--- src/rtl/acc_ctrl.sv ---
// Sequencer/arbiter for the serial 128-bit accumulator: shifts one granted operand MSB-first, then streams the total back bytewise.
// Define ACC_CTRL_RR_EN for round-robin arbitration; otherwise requester 0 has fixed priority.
module acc_ctrl #(
   parameter int WORD_W = 32,
   parameter int NBYTES = 16
) (
   input  logic              clk,
   input  logic              nRst,
   input  logic              req0_valid,
   input  logic [WORD_W-1:0] req0_data,
   output logic              req0_ready,
   input  logic              req1_valid,
   input  logic [WORD_W-1:0] req1_data,
   output logic              req1_ready,
   input  logic              rd_req,
   output logic [7:0]        rd_byte,
   output logic              rd_valid,
   output logic              rd_last,
   output logic              busy,
   output logic              acc_rx,
   output logic              acc_add,
   output logic [3:0]        acc_sel,
   input  logic [7:0]        acc_data
);

   localparam int CNT_W = $clog2(WORD_W);
   localparam logic [CNT_W-1:0] LAST_BIT  = CNT_W'(WORD_W - 1);
   localparam logic [3:0]       LAST_BYTE = 4'(NBYTES - 1);

   typedef enum logic [1:0] {IDLE, SHIFT, READ} state_t;

   state_t            state;
   logic [WORD_W-1:0] shreg;
   logic [CNT_W-1:0]  bitcnt;
   logic [3:0]        bytecnt;
   logic              gnt0;
   logic              gnt1;
   logic              take;
   logic [WORD_W-1:0] sel_data;

`ifdef ACC_CTRL_RR_EN
   logic prio;  // requester favoured when both are valid

   assign gnt1 = req1_valid & (~req0_valid | prio);

   always_ff @(posedge clk or negedge nRst) begin
      if (!nRst)
         prio <= 1'b0;
      else if (req0_ready | req1_ready)
         prio <= req0_ready;
   end
`else
   assign gnt1 = req1_valid & ~req0_valid;
`endif

   assign gnt0       = req0_valid & ~gnt1;
   // Readback beats adds, so a pending rd_req suppresses both grants.
   assign take       = (state == IDLE) & ~rd_req;
   assign req0_ready = take & gnt0;
   assign req1_ready = take & gnt1;
   assign sel_data   = gnt1 ? req1_data : req0_data;
   assign busy       = (state != IDLE);

   always_ff @(posedge clk or negedge nRst) begin
      if (!nRst) begin
         state    <= IDLE;
         shreg    <= '0;
         bitcnt   <= '0;
         bytecnt  <= '0;
         acc_add  <= 1'b0;
         acc_rx   <= 1'b0;
         acc_sel  <= '0;
         rd_byte  <= '0;
         rd_valid <= 1'b0;
         rd_last  <= 1'b0;
      end else begin
         rd_valid <= 1'b0;
         rd_last  <= 1'b0;
         case (state)
            IDLE: begin
               acc_add <= 1'b0;
               acc_rx  <= 1'b0;
               if (rd_req) begin
                  state   <= READ;
                  bytecnt <= '0;
                  acc_sel <= '0;
               end else if (req0_ready | req1_ready) begin
                  // The MSB goes out with the first SHIFT cycle, so only the rest is kept.
                  state   <= SHIFT;
                  shreg   <= {sel_data[WORD_W-2:0], 1'b0};
                  acc_rx  <= sel_data[WORD_W-1];
                  acc_add <= 1'b1;
                  bitcnt  <= '0;
               end
            end
            SHIFT: begin
               if (bitcnt == LAST_BIT) begin
                  state   <= IDLE;
                  acc_add <= 1'b0;
                  acc_rx  <= 1'b0;
               end else begin
                  acc_add <= 1'b1;
                  acc_rx  <= shreg[WORD_W-1];
                  shreg   <= shreg << 1;
                  bitcnt  <= bitcnt + 1'b1;
               end
            end
            READ: begin
               rd_byte  <= acc_data;
               rd_valid <= 1'b1;
               rd_last  <= (bytecnt == LAST_BYTE);
               if (bytecnt == LAST_BYTE) begin
                  state <= IDLE;
               end else begin
                  bytecnt <= bytecnt + 4'd1;
                  acc_sel <= bytecnt + 4'd1;
               end
            end
            default: state <= IDLE;
         endcase
      end
   end

endmodule

--- config.mk ---
export PLATFORM = sky130hd
export DESIGN_NAME = acc_ctrl
export DESIGN_NICKNAME = d
export VERILOG_FILES = /design/src/rtl/acc_ctrl.sv
export SDC_FILE = /design/constraint.sdc
export NUM_CORES = 1
export LEC_CHECK = 0
export BUFFER_PORTS_ARGS = -buffer_cell sky130_fd_sc_hd__buf_2
export CAP_MARGIN = 20
export CORE_ASPECT_RATIO = 0.5
export CORE_UTILIZATION = 44
export CTS_BUF_LIST = sky130_fd_sc_hd__clkbuf_8
export CTS_CLUSTER_DIAMETER = 40
export CTS_CLUSTER_SIZE = 40
export DETAILED_ROUTE_END_ITERATION = 7
export MAX_ROUTING_LAYER = met4
export PLACE_DENSITY = 0.71
export SYNTH_ARGS = -nofsm -noshare
export SYNTH_HDL_FRONTEND = slang
export SYNTH_SLANG_ARGS = --single-unit
--- constraint.sdc ---
create_clock -name clk -period 2.9 [get_ports clk]
set_clock_uncertainty 0.2 [all_clocks]
set_input_delay 0.29 -clock clk [delete_from_list [all_inputs] [get_ports clk]]
set_output_delay 0.29 -clock clk [all_outputs]
set_load 0.02 [all_outputs]
Word level (Yosys, flattened, before mapping)
Index checks and enable logic that the tools add are counted.
{ "classes": {"n_bitwise": 9, "eq_ne": 12, "n_reduce_logical": 7, "n_mux": 27, "addsub": 2} }
{ "op_table": {"columns": ["op", "count"], "rows": [
  ["$mux W32", 4],
  ["$pmux W32 S2", 1],
  ["$mux W5", 3],
  ["$ne A2 B2 Y1 const B", 6],
  ["$pmux W5 S2", 1],
  ["$mux W1", 8],
  ["$mux W2", 4],
  ["$mux W4", 2],
  ["$pmux W4 S2", 1],
  ["$pmux W2 S3", 1],
  ["$reduce_and A3 Y1", 2],
  ["$reduce_bool A2 Y1", 3],
  ["$add A5 B1 Y5 const B", 1],
  ["$and A1 B1 Y1", 5],
  ["$eq A5 B5 Y1 const B", 1],
  ["$add A4 B1 Y4 const B", 1],
  ["$eq A4 B4 Y1 const B", 1],
  ["$pmux W1 S2", 2],
  ["$reduce_and A4 Y1", 1],
  ["$ne A3 B2 Y1 const B", 1],
  ["$not A1 Y1", 3],
  ["$eq A2 B1 Y1 const B", 1],
  ["$eq A2 B2 Y1 const B", 1],
  ["$logic_not A2 Y1", 1],
  ["other kinds (2)", 2]
]} }
{ "word_totals": {"elab_cells": 66, "inputBits": 77, "reg_bits": 55, "out_inout_bits": 19} }

Longest topological paths before layout
Gate-level depths: netlist (run 1).
{ "logic_depth": {"word_depth": 9, "depth_mapped": 8, "ltp_nobuf": 6} }

Worst setup path after synthesis (run 1)
Ideal clock, no wire load.
{ "synth_timing": {"path_type": "reg2reg", "startpoint": "reg bitcnt[0]", "endpoint": "reg shreg[10]", "synth_period_minus_slack_ps": 2303, "path_slack_ps": 597, "setup_time_ps": 125, "path_buffers": 2, "t_required_ps": 2575, "stages_incl_launch_ff": 9, "t_arrival_ps": 1978, "path_cell_list": "dfrtp_1 -> ha_1 -> and3_1 -> ha_1 -> a2bb2oi_2 -> or2_1 -> buf_6 -> buf_6 -> mux2_4"} }
{ "synth_between": {"elab_chain_len": 3} }
{ "synth_lines": {"columns": ["element", "line", "source"], "rows": [
  ["start: declaration", "34", "logic [CNT_W-1:0] bitcnt;"],
  ["start signal: assignment", "105", "bitcnt <= bitcnt + 1'b1;"],
  ["$eq A5 B5 Y1", "97", "if (bitcnt == LAST_BIT) begin"],
  ["$ne A2 B2 Y1 (no source line)", null, null],
  ["$reduce_and A4 Y1 (no source line)", null, null],
  ["end signal: assignment", "90", "shreg <= {sel_data[WORD_W-2:0], 1'b0};"],
  ["end signal: assignment", "104", "shreg <= shreg << 1;"],
  ["end: declaration", "33", "logic [WORD_W-1:0] shreg;"]
]} }
No other way between the ends.
A chain may end at the register's enable or synchronous reset.

Worst setup path in the final report (run 1)
{ "layout_timing": {"startpoint": "reg bitcnt[0]", "endpoint": "reg shreg[3]"} }
Same word-level chain as after synthesis.

==> summary.txt, run 1 <==
most frequent cell after synthesis - dfrtp_1
Initial Util - 0.473
Min-Delay Path Depth - 3
FFs w/ async S/R, synth - 1.00
vias in the first global route - 2338
CP endpoint kind - flop
clk buf depth - 2
Syn. warnings - 0
CP arrival - 2.61 ns
Commonest cells post-synth - dfrtp_1, nand2_1, nor2_1
Worst-path clk slew - 0.10 ns
DRT Pass-1 Iters - 4
register area share after synthesis - 0.455
Worst R2R End - shreg[3]
Avg Cell Area, Syn - 10.2 um^2
CTS tree - done
setup_tns - 0 ns
Worst-Skew Late Latency - 0.31 ns
Inst Count DP - 460
GR Util All Layers - 0.194
R2R Setup Slk - 0.29 ns
max-slew violations - 0
cell accounting for the most synthesized area - dfrtp_1
Worst Reg-to-Reg Cells - 7
Comb pwr share - 0.475
Peak VDD IR - 346 uV
Hold Path Class - in2reg
DRC Markers - 0
CP Launch Point - bitcnt[0]
num rows - 20
top cell type's share of synthesized area - 0.455
LEAKAGE - 0.00203 uW
htree depth - 2
CTS sink cnt - 54
Vias - 2382
gp weighted congestion - 0.795
period utilisation layout - 0.900
largest net degree at the start of global routing - 33
post-synthesis net count - 372
RSZ-0062 raised after global routing - no
Post-synth EDFFs - 0
critical path class - reg2reg
routed len/inst - 13.3 um
total wire length - 6330 um
Yosys reg bits - 54
DR vias/cell - 4.99
max cap viols - 0
dpl hpwl - 4680 um
# IOs - 96
Clock power frac - 0.128
Sw Pwr - 1320 uW
Sw Share - 0.384
final net count - 469
ANT nets after route - 0
main area contributors after synthesis - dfrtp_1, mux2_4, mux2i_1
register share of total power - 0.397
Max Fclk - 383 MHz
Post-Syn Area - 0.00297 mm^2
Synth cell types - 28
Setup crit end - shreg[3]
Die X - 118 um
Post-synth top flop - dfrtp_1
post-CTS setup buffer count - 0
Cells after Synth - 291
final hold vios - 0
status - finished clean
grt ovf - 0
number of DRC markers in iteration 0 - 80
crit path time final - 2.61 ns
CP Max Fanout - 26
initial antenna violation count - 0
crit start category - flop
final setup violation count - 0
slew of the pin with the lowest slew margin - 0.702 ns
clk root buf - clkbuf_8
TritonCTS Buffers - 5
Data required, critical path - 2.90 ns
Die Height - 60.1 um
core area - 0.00628 mm^2
die footprint - 0.00711 mm^2
antenna cell count - 0
share of cells above drive strength 1 - 0.357
max_slew headroom - 0.532
Internal - 2120 uW
Reg-to-Reg Start - bitcnt[0]
PortBufs - 95
Layout area overhead - 24.5%
power per cell area - 931 mW/mm^2
first-pass GRT wire length - 10400 um
Post-Layout Cell Count - 477
-- power by group through the flow --
| stage | combinational [uW] | clock [uW] | sequential, uW |
|---|---|---|---|
| 3_5_place_dp | 1640 | 0 | 1380 |
| 6_report | 1640 | 440 | 1370 |
| 4_1_cts | 1650 | 447 | 1370 |
| 3_3_place_gp | 1570 | 0 | 1370 |
| 2_1_floorplan | 1220 | 0 | 1420 |
| 5_1_grt | 1800 | 477 | 1420 |
-- cells in the final DEF (no fill, tap or decap), drive strengths merged, types with 4 or more instances in the layout --
| cell type | count |
|---|---|
| dlygate4sd3 | 9 |
| nor2 | 35 |
| inv | 7 |
| nand3 | 7 |
| buf | 100 |
| nor3 | 5 |
| mux2 | 30 |
| o21ai | 10 |
| clkbuf | 6 |
| ha | 4 |
| a21oi | 33 |
| dfrtp | 54 |
| mux2i | 33 |
| nand2 | 38 |
-- state kept, by name, indices dropped and copies added, names as in the netlist --
name and count:
acc_add 1, acc_rx 1, bitcnt 5, bytecnt 4, rd_byte 8, rd_last 1
rd_valid 1, shreg 31, state 2
-- metrics by stage --
step	hold slack (ns)	utilization	power (uW)	area, um^2	setup WS (ns)
global route	0.110	0.589	3700	3700	0.199
CTS	0.0986	0.589	3470	3700	0.303
floorplan	-0.206	-	2630	2970	0.597
detailed placement	0.180	0.560	3010	3520	0.305
global placement	0.163	0.560	2940	3520	0.400
finish	0.101	0.589	3450	3700	0.289
-- worst min path at each step --
stage	startpoint	end	slack [ns]
detailed placement	nRst	shreg[29]	0.18
CTS	rd_req	state[1]	0.1
global route	rd_req	state[1]	0.11
finish	rd_req	state[1]	0.10
global placement	nRst	shreg[30]	0.16
floorplan	nRst	acc_add	-0.21
-- repair_timing --
item	CTS	global route
gates resized for setup	0	0
hold buffers	9	0
hold endpoints to repair	38	0
-- final cells by class --
type                            instances  area [um^2]
Fill cell                             532         2580
Clock inverter                          2         12.5
Clock buffer                            6         82.6
Tap cell                               88          110
Sequential cell                        54         1350
Timing Repair Buffer                  109          628
Multi-Input combinational cell        211         1490
Inverter                                7         26.3
-- cells by family (layout without fill, tap and decap cells) --
family | Yosys count | in the layout | share of synthesized area
buffers and inverters | 26 | 124 | 0.0455
muxes | 63 | 63 | 0.258
DFF | 54 | 54 | 0.455
AOI/OAI and AO/OA | 50 | 50 | 0.0934
adders and majority gates | 4 | 4 | 0.0168
and+or+nand+nor | 94 | 94 | 0.132
-- critical path, stage by stage (launching register included) --
cell	delay [ns]
dfrtp_1	0.43
ha_1	0.25
and3_1	0.22
ha_1	0.22
a2bb2oi_2	0.20
or2_2	0.43
buf_12	0.23
mux2_1	0.33
-- routing by layer --
layer / vias to the layer above / wire length, um / GRT usage
li1: 1193 / - / -
met1: 1140 / 2770 / 0.223
met2: 42 / 3280 / 0.353
met3: 7 / 207 / 0.0372
met4: 0 / 69 / 0.0568
met5: - / 0 / -
Note: power is estimated with default switching activity, not from simulation.
==> inputs of run 2 (changes only) <==
--- a/config.mk
+++ b/config.mk
@@ -5,6 +5,7 @@
 export SDC_FILE = /design/constraint.sdc
 export NUM_CORES = 1
 export LEC_CHECK = 0
+export ABC_AREA = 1
 export BUFFER_PORTS_ARGS = -buffer_cell sky130_fd_sc_hd__buf_2
 export CAP_MARGIN = 20
 export CORE_ASPECT_RATIO = 0.5
@@ -14,7 +15,8 @@
 export CTS_CLUSTER_SIZE = 40
 export DETAILED_ROUTE_END_ITERATION = 7
 export MAX_ROUTING_LAYER = met4
-export PLACE_DENSITY = 0.71
+export PLACE_DENSITY = 0.69
+export RECOVER_POWER = 100
 export SYNTH_ARGS = -nofsm -noshare
 export SYNTH_HDL_FRONTEND = slang
 export SYNTH_SLANG_ARGS = --single-unit
==> summary.txt, run 2 <==
TritonCTS Buffers - 5
Data required, critical path - 2.91 ns
most common cell after layout, fill and taps aside - nand2_1
critical path class - reg2reg
crit path time final - 2.23 ns
Util after Layout - 0.549
Final Cell Area - 0.00412 mm^2
max_slew headroom - 0.273
power per cell area - 812 mW/mm^2
commonest non-fill, non-tap cells in the layout - nand2_1, nand3_1, buf_2
grt ovf - 0
Initial Util - 0.467
post-CTS setup buffer count - 0
CTS tree - done
initial antenna violation count - 0
Avg Cell Area, Syn - 7.03 um^2
die footprint - 0.00835 mm^2
core area - 0.00751 mm^2
Vias - 3228
Yosys reg bits - 54
Max Fclk - 449 MHz
Met3 Wirelength - 416 um
vias in the first global route - 2889
Syn. warnings - 0
CP Max Fanout - 36
Commonest cells post-synth - nand2_1, nand3_1, inv_1
crit start category - flop
highest metal used - met4
Placed Area - 0.00396 mm^2
Layout area overhead - 17.6%
worst hold margin - 0.101 ns
most frequent cell after synthesis - nand2_1
Worst-Skew Late Latency - 0.31 ns
# IOs - 96
biggest regs - shreg x31, rd_byte x8, bitcnt x5
Die Height - 65.1 um
final setup violation count - 0
status - finished clean
ANT nets after route - 0
Inst Count DP - 682
clk buf depth - 2
Biggest register - shreg
CP endpoint kind - flop
DRT Pass-1 Iters - 4
Hold Path Class - in2reg
clk root buf - clkbuf_8
Die X - 128 um
Peak VDD IR - 484 uV
CTS hold repair buffers - 9
Post-Syn Area - 0.00351 mm^2
share of cells above drive strength 1 - 0.215
Worst Reg-to-Reg Cells - 8
gp weighted congestion - 0.808
register area share after synthesis - 0.385
DRC Markers - 0
RSZ-0062 raised after global routing - no
htree depth - 2
FFs w/ async S/R, synth - 1.00
Synth cell types - 22
setup_tns - 0 ns
final net count - 671
total wire length - 7720 um
post-CTS sizing - 0
WL met1 - 3860 um
max cap viols - 0
PortBufs - 95
antenna cell count - 0
DR vias/cell - 4.62
LEAKAGE - 0.00247 uW
dpl hpwl - 5240 um
final hold vios - 0
max-slew violations - 0
Worst-path clk slew - 0.09 ns
main area contributors after synthesis - dfrtp_1, nand2_1, nand3_1
met2 wire len - 3380 um
slew of the pin with the lowest slew margin - 1.09 ns
Post-synth top flop - dfrtp_1
routed len/inst - 11.0 um
Post-synth EDFFs - 0
Min-Delay Path Depth - 3
post-synthesis net count - 580
first-pass GRT wire length - 13300 um
cell accounting for the most synthesized area - dfrtp_1
Post-Layout Cell Count - 699
top cell type's share of synthesized area - 0.385
CTS sink cnt - 54
largest net degree at the start of global routing - 38
max reg flops - 31
number of DRC markers in iteration 0 - 111
GR Util All Layers - 0.207
period utilisation layout - 0.768
num rows - 22
CP arrival - 2.24 ns
Cells after Synth - 499
## run 2: cell types whose count changed in the layout (fill, tap and decap cells not counted), moves of 5 or more
cell      before  now
a21oi_1       33    1
buf_2         95   75
clkbuf_1       0   21
inv_1          6   71
mux2_4        26    0
mux2i_1       33    0
nand2_1       38  205
nand3_1        7   78
nand3_2        0   29
nor2_1        35   15
nor3_1         5    0
## run 2: metal layers
metal,up-vias,track usage
met5,-,-
met4,0,0.0441
met3,5,0.0358
met2,75,0.328
met1,1442,0.282
li1,1706,-
## run 2: where the power goes
group          internal, uW  total (uW)  switching [uW]
clock                   242         488             247
combinational           528        1530            1010
sequential             1090        1330             235
## run 2: area by class of cell
type                            count  area [um^2]
Clock buffer                        8          110
Sequential cell                    54         1350
Tap cell                          108          135
Multi-Input combinational cell    343         1650
Timing Repair Buffer              113          602
Fill cell                         773         3390
Inverter                           73          274
## run 2: worst paths after layout
kind | from | endpoint | slack, ns
hold / removal | rd_req | state[1] | 0.10
min in group asynchronous | nRst | rd_byte[4] | 0.51
hold reg to reg | rd_byte[2] | rd_byte[2] | 0.28
setup / recovery | bitcnt[0] | shreg[15] | 0.67
setup reg to reg | bitcnt[0] | shreg[15] | 0.67
max in group asynchronous | nRst | shreg[11] | 0.83
## run 2: through the flow
| step | power, uW | setup WS [ns] |
|---|---|---|
| finish | 3350 | 0.672 |
| global route | 3670 | 0.470 |
| CTS | 3420 | 0.641 |
| detailed placement | 2920 | 0.655 |
| global placement | 2890 | 0.720 |
| floorplan | 2610 | 1.03 |
## run 2: logic make-up (layout without fill, tap and decap cells)
logic type,count (synthesis),count (layout),synth area share
buf+inv,102,194,0.143
simple gates,333,333,0.443
flops,54,54,0.385
compound gates,5,5,0.0118
fa+ha+maj,4,4,0.0143
xor+xnor,1,1,0.00250
## run 2: worst max-delay path, cell delays in order (launching register included)
cell and delay (ns):
dfrtp_1 0.43, ha_1 0.19, nand2_1 0.07, nor2_1 0.14, ha_1 0.16, or2_4 0.40, nand2_4 0.31, nand2_1 0.16
nand2_1 0.06
==> inputs of run 3 (changes only) <==
--- a/config.mk
+++ b/config.mk
@@ -5,7 +5,7 @@
 export SDC_FILE = /design/constraint.sdc
 export NUM_CORES = 1
 export LEC_CHECK = 0
-export ABC_AREA = 1
+export ABC_AREA = 0
 export BUFFER_PORTS_ARGS = -buffer_cell sky130_fd_sc_hd__buf_2
 export CAP_MARGIN = 20
 export CORE_ASPECT_RATIO = 0.5
@@ -15,7 +15,7 @@
 export CTS_CLUSTER_SIZE = 40
 export DETAILED_ROUTE_END_ITERATION = 7
 export MAX_ROUTING_LAYER = met4
-export PLACE_DENSITY = 0.69
+export PLACE_DENSITY = 0.71
 export RECOVER_POWER = 100
 export SYNTH_ARGS = -nofsm -noshare
 export SYNTH_HDL_FRONTEND = slang
==> constraint.sdc (replaced) <==
create_clock -name clk -period 2.2 [get_ports clk]
set_clock_uncertainty 0.2 [all_clocks]
set_input_delay 0.22 -clock clk [delete_from_list [all_inputs] [get_ports clk]]
set_output_delay 0.22 -clock clk [all_outputs]
set_load 0.02 [all_outputs]
==> summary.txt, run 3 (same netlist as run 1, synthesis figures left out) <==
status - finished clean
DRT Pass-1 Iters - 4
Peak VDD IR - 462 uV
CP endpoint kind - flop
Die X - 118 um
Layout area overhead - 27.4%
# IOs - 96
Util after Layout - 0.603
DR vias/cell - 4.98
Worst-Skew Late Latency - 0.31 ns
max-slew violations - 0
final setup violation count - 0
most common cell after layout, fill and taps aside - buf_2
Worst R2R End - shreg[5]
clk root buf - clkbuf_8
grt ovf - 0
routed len/inst - 13.6 um
Post-Layout Cell Count - 486
Data required, critical path - 2.20 ns
Vias - 2418
clk buf depth - 2
Critical-path top delay cell - dfrtp_1
total wire length - 6600 um
HP Start - rd_req
Hold EP - state[1]
Min-Delay Path Depth - 3
share of cells above drive strength 1 - 0.329
most common cell type on the critical path - ha_4
Biggest register - shreg
period utilisation layout - 0.992
GR Util All Layers - 0.194
crit path time final - 2.18 ns
PortBufs - 95
Worst-path clk slew - 0.11 ns
CTS tree - done
die footprint - 0.00711 mm^2
critical path class - reg2reg
Power Total - 4680 uW
post-CTS setup buffer count - 0
CP Max Fanout - 17
RSZ-0062 raised after global routing - yes
commonest non-fill, non-tap cells in the layout - buf_2, dfrtp_1, nand2_1
final hold vios - 0
core area - 0.00628 mm^2
dpl hpwl - 4700 um
num rows - 20
Hold Path Class - in2reg
ANT nets after route - 0
largest net degree at the start of global routing - 64
Placed Area - 0.00362 mm^2
Reg-to-Reg Start - bitcnt[0]
final net count - 478
Final Cell Area - 0.00379 mm^2
power per cell area - 1240 mW/mm^2
Die Height - 60.1 um
vias in the first global route - 2335
fill cell count - 550
worst hold margin - 0.0406 ns
CP arrival - 2.18 ns
initial antenna violation count - 0
Max Fclk - 458 MHz
Inst Count DP - 469
CTS sink cnt - 54
Buffers & Inverters on Critical Path - 1
Initial Util - 0.473
critical path's top delay family - simple AND/OR/NAND/NOR gates
antenna cell count - 0
slew of the pin with the lowest slew margin - 1.33 ns
max_slew headroom - 0.115
TritonCTS Buffers - 5
LEAKAGE - 0.00200 uW
Worst path max stage delay - 0.42 ns
DRC Markers - 0
crit start category - flop
htree depth - 2
first-pass GRT wire length - 10600 um
Worst Reg-to-Reg Cells - 7
R2R Setup Slk - 0.02 ns
Critical Path, Cell by Cell - ha_4 > and3_4 > ha_4 > a2bb2oi_4 > or2_4 > buf_12 > mux2_1
max reg flops - 31
max cap viols - 0
gp weighted congestion - 0.829
biggest regs - shreg x31, rd_byte x8, bitcnt x5
number of DRC markers in iteration 0 - 111
run 3: cell types whose count changed in the layout (fill, tap and decap cells not counted), moves of 3 or more:
cell	change
inv_1	-64
o21ai_0	+6
nor2_1	+20
buf_4	+3
mux2i_1	+33
nand3_2	-29
nand3_1	-71
a21oi_1	+32
nor3_1	+5
mux2_4	+26
mux2_1	+4
nand2_1	-167
clkbuf_8	-3
run 3: routing by layer:
metal | share of wire | global-route usage
met2 | 0.51 | 0.355
met1 | 0.44 | 0.224
met3 | 0.032 | 0.0372
met5 | 0 | -
met4 | 0.013 | 0.0513
run 3: stage by stage:
step | setup TNS (ns) | setup WS (ns)
after detailed placement | -1.58 | -0.0795
after floorplan | -0.487 | -0.0201
after global placement | -0.591 | -0.0303
final | 0 | 0.0182
after global routing | -0.193 | -0.0277
after CTS | 0 | 0.0176
run 3: how the worst max path moves through the flow:
stage,startpoint,endpoint,slack (ns),depth (start not counted)
3_5_place_dp,bitcnt[1],shreg[5],-0.08,7
2_1_floorplan,bitcnt[0],shreg[10],-0.02,8
3_3_place_gp,bitcnt[1],shreg[23],-0.03,7
4_1_cts,bitcnt[1],shreg[5],0.02,7
6_report,bitcnt[0],shreg[5],0.02,7
5_1_grt,bitcnt[1],shreg[4],-0.03,7
run 3: worst min-delay path, stage by stage:
cell and delay (ns):
buf_2 0.13, nand2_1 0.10, nand2_1 0.06
run 3: report_power, final:
part / switching [uW] / internal [uW] / leakage (uW)
clock: 359 / 229 / 0.0000408
combinational: 1140 / 1150 / 0.00131
sequential: 338 / 1470 / 0.000649
total: 1840 / 2840 / 0.00200
run 3: area by class of cell:
| type | count | area (um^2) | share of cell area |
|---|---|---|---|
| multi-input combinational | 211 | 1540 | 0.407 |
| sequential | 54 | 1350 | 0.357 |
| timing repair buffer | 118 | 666 | 0.176 |
| tap | 88 | 110 | 0.0291 |
| clock buffer | 5 | 68.8 | 0.0182 |
| inverter | 7 | 26.3 | 0.00694 |
| clock inverter | 3 | 23.8 | 0.00627 |
run 3: repair_timing:
item	in CTS	in global routing
hold buffers	9	0
endpoints found under the hold margin	62	0
pin swaps	1	0
gates resized for setup	1	2
endpoints found under the setup margin	31	14
